`config.mk`:
```
export PLATFORM = sky130hd
export DESIGN_NAME = p17_out_fifo
export DESIGN_NICKNAME = d
export VERILOG_FILES = /design/src/rtl/usb_cdc_pkg.sv /design/src/rtl/p17_out_fifo.sv
export SDC_FILE = /design/constraint.sdc
export NUM_CORES = 1
export LEC_CHECK = 0
export ABC_AREA = 1
export CORE_ASPECT_RATIO = 1.25
export CORE_UTILIZATION = 25
export DETAILED_ROUTE_END_ITERATION = 6
export RECOVER_POWER = 50
export SYNTH_ARGS = -nofsm -noshare
export SYNTH_HDL_FRONTEND = slang
export SYNTH_SLANG_ARGS = --single-unit
```
`constraint.sdc`:
```
create_clock -name clk_i -period 2.3 [get_ports clk_i]
set_input_delay 0.23 -clock clk_i [delete_from_list [all_inputs] [get_ports clk_i]]
set_output_delay 0.23 -clock clk_i [all_outputs]
set_load 0.02 [all_outputs]
```
`src/rtl/usb_cdc_pkg.sv`:
```
// Shared definitions for the USB CDC device blocks: FIFO FSM state encodings
// and the constant-width helper used to size pointers and counters.
package usb_cdc_pkg;

  typedef enum logic [1:0] {
    ST_IDLE = 2'd0,
    ST_DATA = 2'd1,
    ST_NAK  = 2'd2
  } out_state_t;

  function automatic int ceil_log2(input int value);
    int result;
    result = 0;
    for (int i = 0; i < 31; i++) begin
      if ((1 << i) < value) result = i + 1;
    end
    return result;
  endfunction

endpackage

```
`src/rtl/p17_out_fifo.sv`:
```
// OUT endpoint FIFO between the SIE and the application: bytes of a packet are
// written tentatively and only become readable once the packet is ACKed.
module p17_out_fifo
  import usb_cdc_pkg::*;
#(
  parameter int OUT_MAXPACKETSIZE = 8,
  parameter int BIT_SAMPLES       = 4
) (
  input  logic       clk_i,
  input  logic       rstn_i,
  output logic [7:0] app_out_data_o,
  output logic       app_out_valid_o,
  input  logic       app_out_ready_i,
  output logic       out_empty_o,
  output logic       out_full_o,
  output logic       out_nak_o,
  input  logic       out_req_i,
  input  logic [7:0] out_data_i,
  input  logic       out_valid_i,
  input  logic       out_err_i,
  input  logic       out_ready_i
);

  localparam int OUT_LENGTH = 2 * OUT_MAXPACKETSIZE + 1;
  localparam int PTR_W      = ceil_log2(OUT_LENGTH);
  localparam int CNT_W      = (BIT_SAMPLES > 1) ? ceil_log2(BIT_SAMPLES) : 1;

  localparam logic [PTR_W-1:0] LAST_IDX = PTR_W'(OUT_LENGTH - 1);
  localparam logic [PTR_W:0]   LEN_EXT  = (PTR_W+1)'(OUT_LENGTH);
  localparam logic [PTR_W:0]   MPS_EXT  = (PTR_W+1)'(OUT_MAXPACKETSIZE);
  localparam logic [CNT_W-1:0] CNT_MAX  = CNT_W'(BIT_SAMPLES - 1);

  out_state_t       out_state_q;
  logic [7:0]       out_buffer [0:OUT_LENGTH-1];
  logic [PTR_W-1:0] out_first_q;
  logic [PTR_W-1:0] out_last_q;
  logic [PTR_W-1:0] out_last_qq;
  logic             out_overflow_q;
  logic             out_req_q;
  logic [CNT_W-1:0] app_delay_q;

  logic             req_rise;
  logic             req_fall;
  logic             byte_accept;
  logic             overflow_next;
  logic [PTR_W-1:0] last_qq_next;
  logic             buf_write;
  logic             app_read;
  logic [PTR_W:0]   free_space;

  function automatic logic [PTR_W-1:0] inc_ptr(input logic [PTR_W-1:0] ptr);
    return (ptr == LAST_IDX) ? '0 : ptr + PTR_W'(1);
  endfunction

  // Free entries behind the committed pointer; the slot before out_first_q is never used.
  always_comb begin
    free_space = '0;
    if (out_first_q > out_last_q)
      free_space = {1'b0, out_first_q} - {1'b0, out_last_q} - (PTR_W+1)'(1);
    else
      free_space = {1'b0, out_first_q} + LEN_EXT - {1'b0, out_last_q} - (PTR_W+1)'(1);
  end

  assign out_empty_o = (out_first_q == out_last_q);
  assign out_full_o  = (inc_ptr(out_last_qq) == out_first_q);
  assign out_nak_o   = (free_space < MPS_EXT);

  assign req_rise      = out_req_i & ~out_req_q;
  assign req_fall      = ~out_req_i & out_req_q;
  assign byte_accept   = out_valid_i & ~out_full_o;
  assign overflow_next = out_overflow_q | (out_valid_i & out_full_o);
  assign last_qq_next  = byte_accept ? inc_ptr(out_last_qq) : out_last_qq;
  assign buf_write     = (out_state_q == ST_DATA) & byte_accept;

  assign app_out_data_o  = out_buffer[out_first_q];
  assign app_out_valid_o = ~out_empty_o & (app_delay_q == CNT_MAX);
  assign app_read        = app_out_valid_o & app_out_ready_i;

  always_ff @(posedge clk_i or negedge rstn_i) begin
    if (!rstn_i) begin
      for (int i = 0; i < OUT_LENGTH; i++) out_buffer[i] <= '0;
    end else if (buf_write) begin
      out_buffer[out_last_qq] <= out_data_i;
    end
  end

  // Packet FSM: the tentative pointer runs ahead and is either committed or rolled back.
  always_ff @(posedge clk_i or negedge rstn_i) begin
    if (!rstn_i) begin
      out_state_q    <= ST_IDLE;
      out_last_q     <= '0;
      out_last_qq    <= '0;
      out_overflow_q <= 1'b0;
      out_req_q      <= 1'b0;
    end else begin
      out_req_q <= out_req_i;
      case (out_state_q)
        ST_IDLE: begin
          if (req_rise) begin
            out_last_qq    <= out_last_q;
            out_overflow_q <= 1'b0;
            out_state_q    <= out_nak_o ? ST_NAK : ST_DATA;
          end
        end
        ST_DATA: begin
          if (out_err_i || (req_fall && !out_ready_i)) begin
            out_last_qq <= out_last_q;
            out_state_q <= ST_IDLE;
          end else if (out_ready_i) begin
            // A byte strobed together with the ACK belongs to the committed packet.
            if (overflow_next) begin
              out_last_qq <= out_last_q;
            end else begin
              out_last_q  <= last_qq_next;
              out_last_qq <= last_qq_next;
            end
            out_state_q <= ST_IDLE;
          end else if (out_valid_i) begin
            out_last_qq    <= last_qq_next;
            out_overflow_q <= overflow_next;
          end
        end
        ST_NAK: begin
          if (req_fall) out_state_q <= ST_IDLE;
        end
        default: out_state_q <= ST_IDLE;
      endcase
    end
  end

  always_ff @(posedge clk_i or negedge rstn_i) begin
    if (!rstn_i) begin
      out_first_q <= '0;
      app_delay_q <= '0;
    end else if (app_read) begin
      out_first_q <= inc_ptr(out_first_q);
      app_delay_q <= '0;
    end else if (app_delay_q != CNT_MAX) begin
      app_delay_q <= app_delay_q + CNT_W'(1);
    end
  end

endmodule

```
==> out/qor.json <==
{
  "worstMarginPinSlew": {"value": 1330, "unit": "ps"},
  "insertedDiodeCount": {"value": 0},
  "synth_async_sr_flop_share": {"value": 100, "unit": "%"},
  "tritoncts.num_buffers": {"value": 17},
  "setup_repair_after_global_routing_missed_its_margin": {"value": "true"},
  "worstReg2RegStart": {"value": "out_first_q[1]$_DFFE_PN0P_"},
  "fill_cells": {"value": 3182},
  "timing.critical_path.fanout_max": {"value": 2},
  "hold_path_startpoint": {"value": "out_req_i"},
  "post_route_fraction_of_the_period_consumed_by_the_critical_path": {"value": 111, "unit": "%"},
  "grt_pass1_wl": {"value": 40900, "unit": "um"},
  "clockPowerShare": {"value": 15.8, "unit": "%"},
  "tritoncts": {"value": "built"},
  "mostFrequentLayoutCells": {"value": "sky130_fd_sc_hd__nand2_1 (179), sky130_fd_sc_hd__dfrtp_1 (151), sky130_fd_sc_hd__inv_1 (111)"},
  "detail_route.wirelength": {"value": 28400, "unit": "um"},
  "synth-warning-count": {"value": 0},
  "power.leakage": {"value": 0.00551, "unit": "uW"},
  "postSynthRegisterBits": {"value": 157},
  "max-clock-path-buffers": {"value": 2},
  "seqPwrFrac": {"value": 26.2, "unit": "%"},
  "ratio_of_cells_with_drive_above_1_in_the_final_layout": {"value": 36.3, "unit": "%"},
  "timing.final.crit_period": {"value": 2550, "unit": "ps"},
  "die_y": {"value": 206, "unit": "um"},
  "drt-wirelength-per-cell": {"value": 17.6, "unit": "um"},
  "ys_seq_area_share": {"value": 47.4, "unit": "%"},
  "track_usage": {"value": 16.0, "unit": "%"},
  "netSwitchingFraction": {"value": 42.2, "unit": "%"},
  "width_of_the_die": {"value": 165, "unit": "um"},
  "critical_path_arrival": {"value": 2320, "unit": "ps"},
  "place_worst_setup_slack": {"value": -368, "unit": "ps"},
  "switching_power": {"value": 7570, "unit": "uW"},
  "worst-path-stages": {"value": 11},
  "ff_latch_area": {"value": 3940, "unit": "um2"},
  "synth_edf_count": {"value": 0},
  "holdPathStages": {"value": 1},
  "clk_latency": {"value": 430, "unit": "ps"},
  "comb_power_share": {"value": 58.0, "unit": "%"},
  "drv_slew": {"value": 0},
  "hold_vio_cnt_final": {"value": 0},
  "core_area": {"value": 32700, "unit": "um2"},
  "slowest_stage": {"value": "sky130_fd_sc_hd__dfrtp_1"},
  "cts.sinks": {"value": 157},
  "power_report.internal_total": {"value": 10400, "unit": "uW"},
  "finalHoldWorstSlack": {"value": 414, "unit": "ps"},
  "layout_commonest_cell": {"value": "sky130_fd_sc_hd__nand2_1"},
  "syn_area_per_cell": {"value": 8.02, "unit": "um2"},
  "clock-root-buffer": {"value": "sky130_fd_sc_hd__clkbuf_16"},
  "cp_cell_sequence": {"value": "inv_2 > ha_4 > inv_2 > fa_2 > o31a_1 > nand2_1 > nand2_2 > buf_6 > nand4_1 > o31ai_4 > buf_6"},
  "max_stage_delay": {"value": 390, "unit": "ps"},
  "grt_start_max_net_pins": {"value": 59},
  "via_count": {"value": 7910},
  "area_growth_syn_to_layout": {"value": 46.5, "unit": "%"},
  "power.density_cell_area": {"value": 1480, "unit": "nW/um2"},
  "cts.reportedPaths.clkPinSlew": {"value": 60, "unit": "ps"},
  "ir_worst_vdd": {"value": 1.14, "unit": "mV"},
  "place_congestion": {"value": 0.864},
  "startpoint": {"value": "out_last_q[1]$_DFFE_PN0P_"},
  "post-route-worst-setup-slack": {"value": -253, "unit": "ps"},
  "detailedRoute.firstPassIterationCount": {"value": 5},
  "antenna_found_initial": {"value": 0},
  "failing_checks": {"value": "setup timing"},
  "num-nets-final": {"value": 1217},
  "clock_tree.htree_level_count": {"value": 4},
  "post_synth_num_cell_types": {"value": 34},
  "synth_top_cell_area_share": {"value": 47.4, "unit": "%"},
  "placementRows": {"value": 74},
  "critical_path_buf_inv_count": {"value": 4},
  "fmax": {"value": 392, "unit": "MHz"},
  "worst_r2r_path_depth": {"value": 15},
  "final.setup_skew": {"value": 12.4, "unit": "ps"},
  "boundary_pin_count": {"value": 27},
  "timing_worst_setup_path_type": {"value": "reg2out"},
  "rrSetupSlack": {"value": -140, "unit": "ps"},
  "grt.overflow.total": {"value": 0},
  "post_route_antenna_net_violation_count": {"value": 0},
  "syn_nets": {"value": 1067},
  "yosys-top-cells-area": {"value": "sky130_fd_sc_hd__dfrtp_1 (47%), sky130_fd_sc_hd__nand2_1 (11%), sky130_fd_sc_hd__o21ai_0 (11%)"},
  "slew_headroom": {"value": 11.4, "unit": "%"},
  "avgViaCountPerCell": {"value": 4.90},
  "initial_utilization": {"value": 25.4, "unit": "%"},
  "numPortBuffers": {"value": 26},
  "dp.final_hpwl": {"value": 17100, "unit": "um"},
  "required": {"value": 2070, "unit": "ps"},
  "setup_viol": {"value": 61},
  "utilization": {"value": 37.1, "unit": "%"},
  "synthCells": {"value": 1033},
  "run_status": {"value": "complete, but fails checks"},
  "hold_class": {"value": "in2reg"},
  "die_area": {"value": 33900, "unit": "um2"},
  "ys_dominant_reg_cell": {"value": "sky130_fd_sc_hd__dfrtp_1"},
  "detail_route.drc_violations": {"value": 0},
  "area_of_the_multi_input_gates": {"value": 4540, "unit": "um2"},
  "end_kind": {"value": "output port"},
  "syn_area": {"value": 8290, "unit": "um2"},
  "timing.critical_path.max_delay_family": {"value": "adder cells"},
  "synth_largest_area_cell": {"value": "sky130_fd_sc_hd__dfrtp_1"},
  "first_global_vias": {"value": 7518},
  "max-cap-violations": {"value": 0},
  "drt-initial-drc-count": {"value": 523},
  "timing.critical_path.from_type": {"value": "flip-flop"}
}
[Yosys cell counts, types with 7 or more instances]
cell	count
sky130_fd_sc_hd__inv_1	121
sky130_fd_sc_hd__dfrtp_1	157
sky130_fd_sc_hd__buf_1	10
sky130_fd_sc_hd__o21ai_0	174
sky130_fd_sc_hd__nor3_1	7
sky130_fd_sc_hd__buf_2	10
sky130_fd_sc_hd__clkbuf_1	24
sky130_fd_sc_hd__a21oi_1	85
sky130_fd_sc_hd__ha_1	16
sky130_fd_sc_hd__nand2_1	241
sky130_fd_sc_hd__nor2_4	13
sky130_fd_sc_hd__o21a_1	48
sky130_fd_sc_hd__o21ai_1	8
sky130_fd_sc_hd__nor2_1	29
sky130_fd_sc_hd__nand3_1	46
sky130_fd_sc_hd__buf_4	9
[flip-flops by register name (all words and copies together) (netlist names)]
signal,flops
app_delay_q,2
out_buffer,136
out_first_q,5
out_last_q,5
out_last_qq,5
out_overflow_q,1
out_req_q,1
out_state_q,2
[power by group through the flow]
stage                     Combinational, uW  Sequential [uW]  Clock, uW
after floorplan                        4420             4400          0
after global placement                 7260             4510          0
after detailed placement               7340             4560          0
after CTS                              9050             4550       2880
after global routing                  11200             4820       2990
final                                 10400             4700       2840
[per-stage QoR]
step | TNS, ps | instance area (um2) | total power [uW] | cells
finish | -4090 | 12100 | 17900 | 1614
global route | -10210 | 12100 | 19000 | 1614
CTS | -1860 | 11300 | 16500 | 1597
detailed placement | -12330 | 9840 | 11900 | 1522
global placement | -5370 | 9840 | 11800 | 1522
floorplan | -3.72 | 8310 | 8820 | 1033
[final cells by class]
class                           count  share of cell area, %
Inverter                          124                   4.00
Sequential cell                   157                   32.4
Tap cell                          418                   4.31
Clock buffer                       22                   4.07
Clock inverter                     10                  0.835
Multi-Input combinational cell    698                   37.4
Timing Repair Buffer              185                   17.0
[cell families (layout without fill, tap and decap cells)]
| group | count (synthesis) | in the layout | share of synthesized area, % |
|---|---|---|---|
| XOR/XNOR | 4 | 4 | 0.423 |
| AO/OA/AOI/OAI | 320 | 320 | 20.9 |
| multiplexers | 1 | 1 | 0.136 |
| buffers and inverters | 178 | 341 | 8.71 |
| flip-flops | 157 | 157 | 47.4 |
| AND/OR/NAND/NOR | 354 | 354 | 19.3 |
| adder cells (fa/ha/maj) | 19 | 19 | 3.14 |
[routing by layer]
metal | vias to the layer above | global-route usage (%) | part of all wire [%]
li1 | 3688 | - | -
met1 | 3862 | 19.0 | 40
met2 | 275 | 27.0 | 51
met3 | 85 | 2.76 | 4.8
met4 | 0 | 9.24 | 4.3
met5 | - | 0 | 0
[final timing paths]
path	to
min in group asynchronous	out_req_q$_DFF_PN0_
min reg2reg	out_buffer[102]$_DFFE_PN0P_
max reg2reg	out_buffer[98]$_DFFE_PN0P_
max	out_nak_o
max in group asynchronous	out_last_qq[1]$_DFFE_PN0P_
min	out_req_q$_DFF_PN0_
[what timing repair did]
item | in CTS | in global routing
hold endpoints to repair | 47 | 0
buffers inserted | 37 | 22
setup endpoints to repair | 136 | 160
pin swaps | 44 | 60
hold buffers | 1 | 0
gates resized for setup | 228 | 250
gates cloned | 7 | 6
Power figures use the tool's default switching activity.
==> edit 1: new RTL, config.mk and constraints unchanged <==
Set the parameter `OUT_MAXPACKETSIZE` to 4 (it was 8).
--- a/src/rtl/p17_out_fifo.sv
+++ b/src/rtl/p17_out_fifo.sv
@@ -4,5 +4,5 @@
   import usb_cdc_pkg::*;
 #(
-  parameter int OUT_MAXPACKETSIZE = 8,
+  parameter int OUT_MAXPACKETSIZE = 4,
   parameter int BIT_SAMPLES       = 4
 ) (
Function: changed (a bounded check fails within 10 cycles, from zero or initial values and one cycle with rstn_i low).
==> edit 1 against the original RTL <==
  * The run still ends with setup timing left
  * Cell count shrank 43%
  * Sequential cell count shrank 67
  * Maximum frequency grew 2.7%
  * Synthesized area shrank 40%
  * Worst hold slack gained 0.049 ns
  * Worst setup slack gained 0.066 ns
  * Final area shrank 48%
  * Count of clock-buffer cells in the layout shrank 11
  * Total power shrank 47%
  * Clock skew shrank 0.0053 ns
  * Critical endpoint unchanged
  * Core utilization shrank 4.4 points
  * Via count shrank 47%
  * Synthesized cell count shrank 44%
  * Wire length shrank 54%
==> edit 1: results (changes against the original RTL) <==
STA
  – TNS Setup: -0.1978 ns (was -4.089 ns)
  – Hold slack final: 0.4628 ns (was 0.4135 ns)
  – Worst setup margin: -0.1874 ns (was -0.2535 ns)
  – Finish-stage setup viols: 2 (was 61)

Power
  – Sequential power: 2.63 mW (was 4.70 mW)
  – Maximum VDD drop: 772.8 uV (was 1141 uV)
  – Switch share: 42.71% (was 42.18%)
  – Design Power: 9.472 mW (was 17.94 mW)

Finish
  – P&R area growth vs syn: 28.29% (was 46.53%)
  – Multi-input logic area: 2376 um^2 (was 4536 um^2)
  – Comb_multi_in: 404 (was 698)
  – Nets: 689 (was 1217)
  – Seq area share: 35.34% (was 32.42%)
  – Clock-cell share of area: 4.653% (was 4.906%)
  – Filler cell count: 2037 (was 3182)
  – Non-clk bufs: 92 (was 185)
  – Non-clock buffer share: 13.80% (was 17.01%)
  – Clkbuf count: 11 (was 22)

Setup path
  – R2r worst-path depth: 16 (was 15)
  – Max Fanout on Critical Path: 3 (was 2)
  – Terminus of the critical flop-to-flop path: out_buffer[41]$_DFFE_PN0P_ (was out_buffer[98]$_DFFE_PN0P_)
  – Worst Setup SP: out_first_q[2]$_DFFE_PN0P_ (was out_last_q[1]$_DFFE_PN0P_)

Place
  – Final GP Congestion: 0.8388 (was 0.8641)
  – Placed cell count: 907 (was 1522)
  – Detailed placement HPWL: 8.677 mm (was 17.13 mm)

GRT
  – Largest net degree at the start of global routing: 68 (was 59)
  – First-pass GRT wire length: 21.80 mm (was 40.89 mm)
  – GRT Util Overall: 13.71% (was 16.02%)

Logic synthesis
  – Top cells by count, synth: nand2_1, dfrtp_1, o21ai_1 (was nand2_1, o21ai_0, dfrtp_1)
  – Area contributors post-synth: dfrtp_1, nand2_1, o21ai_1 (was dfrtp_1, nand2_1, o21ai_0)
  – Syn Nets: 611 (was 1067)
  – Sequential fraction of the synthesis area: 45.34% (was 47.42%)
  – Unique cell type count in the Yosys netlist: 39 (was 34)

Run status
  – Failing checks: setup timing (unchanged)
  – Status: complete, but fails checks (unchanged)

Detailed routing
  – Post-detailed-route wirelength per cell: 13.99 um (was 17.61 um)

Clock tree
  – H-tree depth: 3 (was 4)
  – Number of gates resized after CTS: 37 (was 228)
  – Sink Count: 90 (was 157)
  – Post-CTS Setup Repair Bufs: 0 (was 37)
edit 1: cell count changes after synthesis, moves of 13 or more:
| cell | delta |
|---|---|
| o21a_1 | -48 |
| inv_1 | -70 |
| nand2_1 | -129 |
| a21oi_1 | -73 |
| nor2_4 | -13 |
| nor2_1 | +18 |
| dfrtp_1 | -67 |
| o21ai_1 | +70 |
| o21ai_0 | -131 |
edit 1: cell families (layout without fill, tap and decap cells):
family	count (synthesis)	count (layout)	share of synthesized area [%]
multiplexers	1	1	0.2267
AND/OR/NAND/NOR	216	216	22.24
adder cells (fa/ha/maj)	18	18	4.987
AO/OA/AOI/OAI	164	164	18.24
flip-flops	90	90	45.34
buffers and inverters	84	167	8.086
XOR/XNOR	5	5	0.8816
edit 1: metal layers:
metal,GRT usage [%],up-vias,part of all wire [%]
li1,-,2111,-
met1,17.41,1984,45
met4,4.278,0,1.4
met5,0,-,0
met2,23.34,81,49
met3,2.554,12,4.2
==> edit 2: new RTL, same flow settings <==
Made on the original files. The 3 states of `out_state_t` get a one-hot encoding in 3 bits.
--- a/src/rtl/usb_cdc_pkg.sv
+++ b/src/rtl/usb_cdc_pkg.sv
@@ -3,8 +3,8 @@
 package usb_cdc_pkg;
 
-  typedef enum logic [1:0] {
-    ST_IDLE = 2'd0,
-    ST_DATA = 2'd1,
-    ST_NAK  = 2'd2
+  typedef enum logic [2:0] {
+    ST_IDLE = 3'b001,
+    ST_DATA = 3'b010,
+    ST_NAK  = 3'b100
   } out_state_t;
 
Behaviour: no difference found for any inputs over 4 cycles, from zero or initial values and one cycle with rstn_i low; so few cycles prove little.
==> edit 2 against the original RTL <==
  * The run still ends with setup timing left
  * Worst setup slack better by 0.011 ns
  * Wire length down 19%
  * Final area decreased by 10%
  * Sequential power decreased by 10%
  * Clock skew shrank 0.0013 ns
  * Synthesized area shrank 1.8%
  * Sequential cell count up 1
  * Total power is 15% lower
  * Critical path type unchanged
  * Critical endpoint unchanged
==> edit 2: results (changes against the original RTL) <==
GRT
  – M1 GR Usage: 16.84% (was 19.04%)
  – GRT Util Overall: 14.52% (was 16.02%)
  – Vias in the first global route: 7260 (was 7518)
  – Met2 Use GR: 25.89% (was 27.00%)
  – GR Layer Usage met3: 1.891% (was 2.762%)
  – Largest net degree at the start of global routing: 83 (was 59)
  – First-pass GRT wire length: 37.65 mm (was 40.89 mm)

Detailed routing
  – Vias: 7198 (was 7910)
  – DR top layer: met4 (unchanged)
  – M1 WL: 9.594 mm (was 11.44 mm)
  – Metal2 WL: 12.01 mm (was 14.40 mm)
  – Routed WL: 23.04 mm (was 28.42 mm)
  – WL met3: 759 um (was 1.354 mm)
  – Initial DRC count: 537 (was 523)

Power
  – Leakage Power: 5.079 nW (was 5.506 nW)
  – Clock network fraction of total power: 19.3% (was 15.8%)
  – Maximum VDD drop: 565.0 uV (was 1141 uV)
  – Seq pwr share: 27.7% (was 26.2%)
  – Net Sw Power: 6.193 mW (was 7.566 mW)
  – Clock-net power: 2.95 mW (was 2.84 mW)

Finish
  – Nets: 1146 (was 1217)
  – Layout cells sized above 1: 24.80% (was 36.29%)
  – Final non-filler cell total: 1537 (was 1614)

Logic synthesis
  – Top cells by count, synth: o21ai_0, nand2_1, dfrtp_1 (was nand2_1, o21ai_0, dfrtp_1)
  – Sequential fraction of the synthesis area: 48.59% (was 47.42%)
  – Synth Area in Adders: 3.198% (was 3.141%)
  – Compound-Gate Fraction of Synth Area: 19.49% (was 20.92%)
  – Post-synthesis mux area share: 0.1384% (was 0.1359%)
  – Synthesized area per cell: 8.058 um^2 (was 8.021 um^2)
  – Synth Area in XOR/XNOR: 0.4304% (was 0.4228%)
  – Area contributors post-synth: dfrtp_1, o21ai_0, nand2_1 (was dfrtp_1, nand2_1, o21ai_0)
  – Unique cell type count in the Yosys netlist: 29 (was 34)

STA
  – TNS Setup: -0.9914 ns (was -4.089 ns)
  – Max-slew headroom: 22.57% (was 11.42%)
  – Finish-stage setup viols: 9 (was 61)
  – Worst setup margin: -0.2427 ns (was -0.2535 ns)
  – Final Skew: 0.01111 ns (was 0.01243 ns)

Place
  – Placed cell count: 1475 (was 1522)
  – Detailed placement HPWL: 15.64 mm (was 17.13 mm)
  – Final GP Congestion: 0.8309 (was 0.8641)

Setup path
  – CP max stage cell: fa_1 (was dfrtp_1)
  – Crit path largest cell delay: 0.47 ns (was 0.39 ns)
  – Flop-to-flop setup slack: 0.11 ns (was -0.14 ns)

Run status
  – Failing checks: setup timing (unchanged)
  – Status: complete, but fails checks (unchanged)

Clock tree
  – Clock slew at reported path FFs: 0.06 ns (about the same)
-- edit 2: cell types whose count changed in the layout (fill, tap and decap cells not counted), sizes merged, moves of 23 or more --
cell / unedited run / this run
o21ai: 182 / 228
a21oi: 85 / 54
nor2: 43 / 66
inv: 125 / 98
buf: 163 / 120
o21a: 48 / 8
-- edit 2: path summary, 6_finish.rpt --
path,from,endpoint,depth (start not counted)
setup reg to reg,out_first_q[1]$_DFFE_PN0P_,out_buffer[49]$_DFFE_PN0P_,13
setup / recovery,out_last_q[1]$_DFFE_PN0P_,out_nak_o,10
max in group asynchronous,rstn_i,out_first_q[0]$_DFFE_PN0P_,3
min in group asynchronous,rstn_i,out_buffer[71]$_DFFE_PN0P_,3
hold reg to reg,app_delay_q[0]$_DFFE_PN0P_,app_delay_q[0]$_DFFE_PN0P_,1
hold / removal,out_req_i,out_req_q$_DFF_PN0_,1
-- edit 2: layout make-up --
type                            count  area (um^2)
Fill cell                        3289        21080
Multi-Input combinational cell    701         4001
Tap cell                          412        515.5
Inverter                           96        375.4
Clock buffer                       21        460.4
Sequential cell                   158         3959
Clock inverter                     11        156.4
Timing Repair Buffer              138         1419
-- edit 2: what timing repair did --
action / CTS / global route
pin swaps: 61 / 52
endpoints found under the setup margin: 39 / 159
cloned: 3 / 2
hold buffers: 1 / 0
buffers inserted: 12 / 15
gates resized for setup: 191 / 123
hold endpoints to repair: 157 / 0
-- edit 2: stage by stage --
stage               setup slack, ns  hold WS [ns]  area (um^2)
CTS                         -0.1997        0.2704        10420
global placement            -0.3092        0.2994         9326
detailed placement          -0.3339        0.3022         9326
finish                      -0.2427        0.3926        10890
global route                -0.3544        0.4193        10890
floorplan                  0.007092      -0.06559         8152
